[src/rtl/vdec_hs_scch_sel.sv]
// HS-SCCH part-1 candidate sequencer: runs Viterbi then SER on up to four
// candidates and keeps the lowest-SER candidate at or under the threshold.
module vdec_hs_scch_sel (
    input  logic        clk,
    input  logic        rst,
    input  logic        start,
    output logic        busy,
    output logic        done,
    input  logic [1:0]  num_cand_m1,
    input  logic [35:0] cand_base,
    input  logic [6:0]  ser_thr,
    output logic        vit_start,
    output logic [8:0]  vit_base,
    input  logic        vit_done,
    input  logic [28:0] vit_bits,
    output logic        ser_start,
    output logic [15:0] ser_base_sys,
    output logic [28:0] ser_dec_bits,
    input  logic        ser_done,
    input  logic [6:0]  ser_acc,
    output logic        det_valid,
    output logic [1:0]  det_idx,
    output logic [6:0]  det_ser,
    output logic [7:0]  det_bits
);

    typedef enum logic [2:0] {
        IDLE, VIT, VWAIT, SER, SWAIT, CMP, DONE
    } state_t;

    state_t      state;
    logic [1:0]  cand;
    logic [1:0]  num_q;
    logic [35:0] base_q;
    logic [6:0]  thr_q;
    logic [6:0]  cur_ser;
    logic [6:0]  best_ser;
    logic [1:0]  best_idx;
    logic [7:0]  best_bits;
    logic        found;

    logic        accept;
    logic [1:0]  cand_nxt;
    logic [8:0]  next_base;

    // The !found term lets a threshold of 127 accept an SER of 127 too;
    // once something is found the strict compare keeps the lowest index on ties.
    always_comb begin
        accept   = (cur_ser <= thr_q) && (!found || (cur_ser < best_ser));
        cand_nxt = cand + 2'd1;
        case (cand_nxt)
            2'd0:    next_base = base_q[8:0];
            2'd1:    next_base = base_q[17:9];
            2'd2:    next_base = base_q[26:18];
            default: next_base = base_q[35:27];
        endcase
    end

    assign busy         = (state != IDLE);
    assign ser_base_sys = {7'd0, vit_base};

    always_ff @(posedge clk or posedge rst) begin
        if (rst) begin
            state        <= IDLE;
            cand         <= 2'd0;
            num_q        <= 2'd0;
            base_q       <= 36'd0;
            thr_q        <= 7'd0;
            cur_ser      <= 7'd0;
            best_ser     <= 7'd127;
            best_idx     <= 2'd0;
            best_bits    <= 8'd0;
            found        <= 1'b0;
            done         <= 1'b0;
            vit_start    <= 1'b0;
            vit_base     <= 9'd0;
            ser_start    <= 1'b0;
            ser_dec_bits <= 29'd0;
            det_valid    <= 1'b0;
            det_idx      <= 2'd0;
            det_ser      <= 7'd127;
            det_bits     <= 8'd0;
        end else begin
            vit_start <= 1'b0;
            ser_start <= 1'b0;
            done      <= 1'b0;
            case (state)
                IDLE: begin
                    if (start) begin
                        num_q     <= num_cand_m1;
                        base_q    <= cand_base;
                        thr_q     <= ser_thr;
                        cand      <= 2'd0;
                        best_ser  <= 7'd127;
                        best_idx  <= 2'd0;
                        best_bits <= 8'd0;
                        found     <= 1'b0;
                        det_valid <= 1'b0;
                        det_idx   <= 2'd0;
                        det_ser   <= 7'd127;
                        det_bits  <= 8'd0;
                        vit_base  <= cand_base[8:0];
                        vit_start <= 1'b1;
                        state     <= VIT;
                    end
                end
                VIT: state <= VWAIT;
                VWAIT: begin
                    if (vit_done) begin
                        ser_dec_bits <= vit_bits;
                        ser_start    <= 1'b1;
                        state        <= SER;
                    end
                end
                SER: state <= SWAIT;
                SWAIT: begin
                    if (ser_done) begin
                        cur_ser <= ser_acc;
                        state   <= CMP;
                    end
                end
                CMP: begin
                    if (accept) begin
                        best_ser  <= cur_ser;
                        best_idx  <= cand;
                        best_bits <= ser_dec_bits[7:0];
                        found     <= 1'b1;
                    end
                    if (cand == num_q) begin
                        det_valid <= found | accept;
                        det_idx   <= accept ? cand : best_idx;
                        det_ser   <= accept ? cur_ser : best_ser;
                        det_bits  <= accept ? ser_dec_bits[7:0] : best_bits;
                        done      <= 1'b1;
                        state     <= DONE;
                    end else begin
                        cand      <= cand_nxt;
                        vit_base  <= next_base;
                        vit_start <= 1'b1;
                        state     <= VIT;
                    end
                end
                DONE:    state <= IDLE;
                default: state <= IDLE;
            endcase
        end
    end

endmodule

[config.mk]
export PLATFORM = sky130hd
export DESIGN_NAME = vdec_hs_scch_sel
export DESIGN_NICKNAME = d
export VERILOG_FILES = /design/src/rtl/vdec_hs_scch_sel.sv
export SDC_FILE = /design/constraint.sdc
export NUM_CORES = 1
export LEC_CHECK = 0
export CAP_MARGIN = 20
export CORE_ASPECT_RATIO = 1.5
export CORE_UTILIZATION = 40
export DETAILED_ROUTE_END_ITERATION = 12
export HOLD_SLACK_MARGIN = 0.1
export PLACE_DENSITY_LB_ADDON = 0.3
export SLEW_MARGIN = 15
export SYNTH_ARGS = -nofsm -noshare
export SYNTH_HDL_FRONTEND = slang
export SYNTH_SLANG_ARGS = --single-unit
[constraint.sdc]
create_clock -name clk -period 4.2 [get_ports clk]
set_input_delay 0.84 -clock clk [delete_from_list [all_inputs] [get_ports clk]]
set_output_delay 0.84 -clock clk [all_outputs]
set_load 0.02 [all_outputs]
Word level (Yosys, flattened, before mapping) --
Index checks and enable logic that the tools add are counted.
Storage, ports and cells: bits in registers 134, latch bits 0, RAM bits 0, bits in read-only memories 0, input port bits 86, output and inout bits 76, word-level logic and storage cells 90, memories kept 0
Operators by class: add/subtract/negate cells 1, $mul 0, div/mod/pow operators 0, $lt $le $gt $ge 2, equality and inequality tests 14, shift-type cells 0, multiplexer cells 38, bitwise logic cells 1, reduce and logical (&&, ||, !) cells 15
Operators by type and width (count):
- $pmux W8 S2 | 2
- $pmux W7 S2 | 2
- $pmux W9 S3 | 1
- $mux W8 | 3
- $mux W7 | 3
- $mux W9 | 2
- $pmux W3 S6 | 1
- $pmux W9 S2 | 1
- $mux W3 | 4
- $ne A2 B2 Y1 const B | 6
- $pmux W2 S2 | 3
- $reduce_and A3 Y1 | 4
- $mux W1 | 9
- $mux W2 | 4
- $reduce_and A2 Y1 | 4
- $le A7 B7 Y1 | 1
- $lt A7 B7 Y1 | 1
- $eq A3 B2 Y1 const B | 2
- $eq A3 B3 Y1 const B | 2
- $pmux W1 S2 | 3
- $eq A3 B1 Y1 const B | 1
- $logic_not A3 Y1 | 1
- $reduce_bool A3 Y1 | 1
- $add A2 B1 Y2 const B | 1
- other kinds (9) | 9

Logic depth before layout (Yosys ltp) --
depth after elaboration 6, gate-level depth with buffers 9, depth with buffers taken out 7

Least setup slack after synthesis --
Ideal clock, no wire load.
path type flip-flop to flip-flop, start point register best_ser[4], end point register det_ser[1], setup time 97 ps, data arrival time 2149 ps, data required time 4103 ps, slack 1953 ps, cell stages (with the launch flop) 9, buffers on the path 1, period minus slack after synthesis 2247 ps, path through dfstp_2 > inv_1 > ha_1 > a21o_1 > a221o_1 > a41o_2 > buf_6 > a2111oi_0 > a311oi_1
Between the ends: longest elaborated chain between the ends 6
Ends and longest elaborated chain:
- start, declared | RTL line 37 | logic [6:0] best_ser;
- start signal, assigned | RTL line 124 | best_ser <= cur_ser;
- $lt A7 B7 Y1 | RTL line 49 | accept = (cur_ser <= thr_q) && (!found || (cur_ser < best_ser));
- $logic_or A1 B1 Y1 | RTL line 49
- $logic_and A1 B1 Y1 | RTL line 49
- $mux W7
- $mux W7 | RTL line 129 | if (cand == num_q) begin
- $pmux W7 S2 | RTL line 87 | case (state)
- end signal, assigned | RTL line 132 | det_ser <= accept ? cur_ser : best_ser;
- end, declared | RTL line 23 | output logic [6:0] det_ser,
No other way between the ends. The select of a mux whose other input is x is not followed. A chain may end at the register's enable or synchronous reset.

Final worst setup path --
start point input start, end point register vit_base[4]
Between the ends: longest elaborated chain between the ends 2
Ends and longest elaborated chain:
- start, declared | RTL line 6 | input logic start,
- $ne A2 B2 Y1 (no source line)
- $reduce_and A3 Y1 (no source line)
- end signal, assigned | RTL line 102 | vit_base <= cand_base[8:0];
- end signal, assigned | RTL line 138 | vit_base <= next_base;
- end, declared | RTL line 13 | output logic [8:0] vit_base,
No other way between the ends.

==> reports/qor.txt <==
Fmax -> 346 MHz
Post-synth EDFFs -> 0
Hold Vio Cnt, Final -> 0
WS Path Type -> in2reg
Htree depth -> 4
Hold_ws -> 481 ps
Setup TNS -> 0 ps
Critical R2R Launch -> best_ser[4]
Met1 Use GR -> 0.232
Mapped Cells -> 624
Max-slew violations -> 0
Sequential area share after synthesis -> 0.536
Site Rows -> 55
Final setup margin -> 1310 ps
Layout cell share with drive strength beyond 1 -> 0.128
Register area -> 3370 um^2
Design Area, Final -> 8440 um^2
Syn_area_per_cell -> 10.1 um^2
Slowest stage delay, CP -> 800 ps
Hold Buf Count CTS -> 0
Clock root buffer -> clkbuf_16
Arr. time, crit path -> 3210 ps
Minimum clock period -> 2890 ps
CTS tree -> yes
Initial antenna violation count -> 0
Cts bufs inserted -> 17
Layout area overhead -> 34.2%
Synth Flop Type -> dfrtp_1
Synth async-reset ratio -> 1.00
Netlist cell types -> 53
Core Area -> 15200 um^2
FF-to-FF path depth -> 7
Crit share post-route -> 0.689
Skew final -> 10.0 ps
Starting DRT DRC Count -> 261
RSZ-0062 raised after global routing -> no
Most frequent cells in the layout -> nand2_1, clkdlybuf4s50_1, dfrtp_1
Status -> complete, no violations
Seq cells post-synth -> 134
Critical path peak fanout -> 46
Remaining global-route overflow -> 0
Routed WL per cell -> 17.0 um
Layout Nets -> 856
Final cell count without fillers -> 965
Worst-skew pair later-pin latency -> 410 ps
Worst Path Buf+Inv -> 1
Maxcap violations -> 0
Power density over the cells -> 748 nW/um^2
First-pass GRT wire length -> 26700 um
Crit path required time -> 4520 ps
Static Leak -> 3.74 nW
DR vias -> 5149
Max VDD drop -> 0.360 mV
Met3 Use GR -> 0.0363
Worst setup path end -> vit_base[4]
Synth warn -> 0
Inst Count DP -> 933
CP Launch Type -> primary input
Slew HR -> 0.459
ANT nets after route -> 0
Worst setup EP type -> register
Postcts setup bufs -> 0
Die Ht -> 156 um
Routability cong. -> 0.839
CP startpoint -> start
Clock Sinks -> 134
Post-CTS sizing -> 0
Wirelength, routed -> 16400 um
Worst path slowest cell -> or3_2
DP Worst Slack -> 991 ps
HP Class -> reg2reg
Largest net degree at the start of global routing -> 54
Area occupied by multi-input gates -> 2520 um^2
Number of fill cells -> 1329
1st-pass router iterations -> 7
Cell Area, Synth -> 6290 um^2
Port buffer count -> 154
Clock buffer depth -> 2
Final Setup Violations -> 0
Residual DRC -> 0
Crit path depth -> 6
Die area -> 16200 um^2
R2R setup slack -> 1390 ps
Crit path max-delay family -> simple AND/OR/NAND/NOR gates
Gr usage total -> 0.210
Hpwl dp -> 11600 um
M2 GR Usage -> 0.377
Crit path cell chain -> clkdlybuf4s50_1 -> nand2b_1 -> or3_2 -> nand2_1 -> nor2_1 -> a31oi_1
Worst Tran Pin Value -> 811 ps
Placed standard-cell area -> 7860 um^2
Top-level I/O count -> 162
Most common cell after layout, fill and taps aside -> nand2_1
RR Endpoint -> det_ser[5]
Starting density of the core -> 0.414
Avg Vias per Cell -> 5.34
Number of global-route vias before repair -> 5327
CTS clk-pin slew, worst paths -> 70 ps
Die Wd -> 104 um
Number of diodes -> 0
Gr busiest metal -> met2
registers in the layout, indices dropped and copies added, names as in the netlist, 2 cells and up:
name and flops:
best_bits 8, best_ser 7, base_q 36, cur_ser 7, vit_base 9, num_q 2
state 3, det_idx 2, cand 2, thr_q 7, ser_dec_bits 29, det_ser 7
det_bits 8, best_idx 2
area by class of cell:
type / count / area share
Inverter: 29 / 0.0139
Clock inverter: 15 / 0.0184
Timing Repair Buffer: 161 / 0.190
Tap cell: 199 / 0.0295
Clock buffer: 17 / 0.0504
Multi-Input combinational cell: 410 / 0.298
Sequential cell: 134 / 0.399
worst register-to-register path, cell delays in order (launching register included):
cell and delay [ps]:
dfstp_2 510, inv_1 60, ha_1 320, a21o_1 170, a221o_1 320, a41oi_2 630, o21ai_1 330, a311oi_1 380
logic make-up after synthesis:
group,count (synthesis),synth area share
AND/OR/NAND/NOR,230,0.151
flip-flops,134,0.536
AO/OA/AOI/OAI,116,0.140
buffers and inverters,86,0.0694
multiplexers,38,0.0658
adder cells (fa/ha/maj),17,0.0338
XOR/XNOR,2,0.00279
other,1,0.000596
report_power, final:
part | leakage (nW) | switching (mW) | internal (mW) | total (mW)
combinational | 1.82 | 1.48 | 1.11 | 2.59
sequential | 1.65 | 0.419 | 1.85 | 2.27
clock | 0.279 | 0.577 | 0.875 | 1.45
synthesized netlist by cell type, types with 11 or more instances:
master | n | area share
dfrtp_1 | 120 | 0.48
ha_1 | 17 | 0.034
dfstp_2 | 14 | 0.058
nand2_1 | 182 | 0.11
a2111oi_0 | 11 | 0.015
o21ai_0 | 31 | 0.025
mux2i_1 | 11 | 0.018
inv_1 | 27 | 0.016
a31oi_1 | 17 | 0.017
nor2_1 | 13 | 0.0078
nand3_1 | 13 | 0.010
buf_2 | 15 | 0.012
clkbuf_1 | 19 | 0.011
buf_4 | 20 | 0.024
mux2_2 | 27 | 0.048
worst min path at each step:
stage | depth (start not counted) | from | slack [ps] | endpoint
floorplan | 2 | base_q[25] | 440 | base_q[25]
global placement | 2 | base_q[0] | 460 | base_q[0]
detailed placement | 2 | base_q[21] | 470 | base_q[21]
CTS | 2 | base_q[10] | 480 | base_q[10]
global route | 2 | base_q[3] | 490 | base_q[3]
finish | 2 | base_q[21] | 480 | base_q[21]
per-stage QoR:
step / power, mW / util
after floorplan: 3.87 / -
after global placement: 4.79 / 0.517
after detailed placement: 4.88 / 0.517
after CTS: 6.36 / 0.555
after global routing: 6.70 / 0.555
final: 6.31 / 0.555
routing by layer:
| metal | wire, um | vias to the layer above |
|---|---|---|
| met5 | 0 | - |
| met4 | 712 | 0 |
| met3 | 569 | 49 |
| met2 | 8960 | 161 |
| met1 | 6170 | 2534 |
| li1 | - | 2405 |
Note: power is estimated with default switching activity, not from simulation.
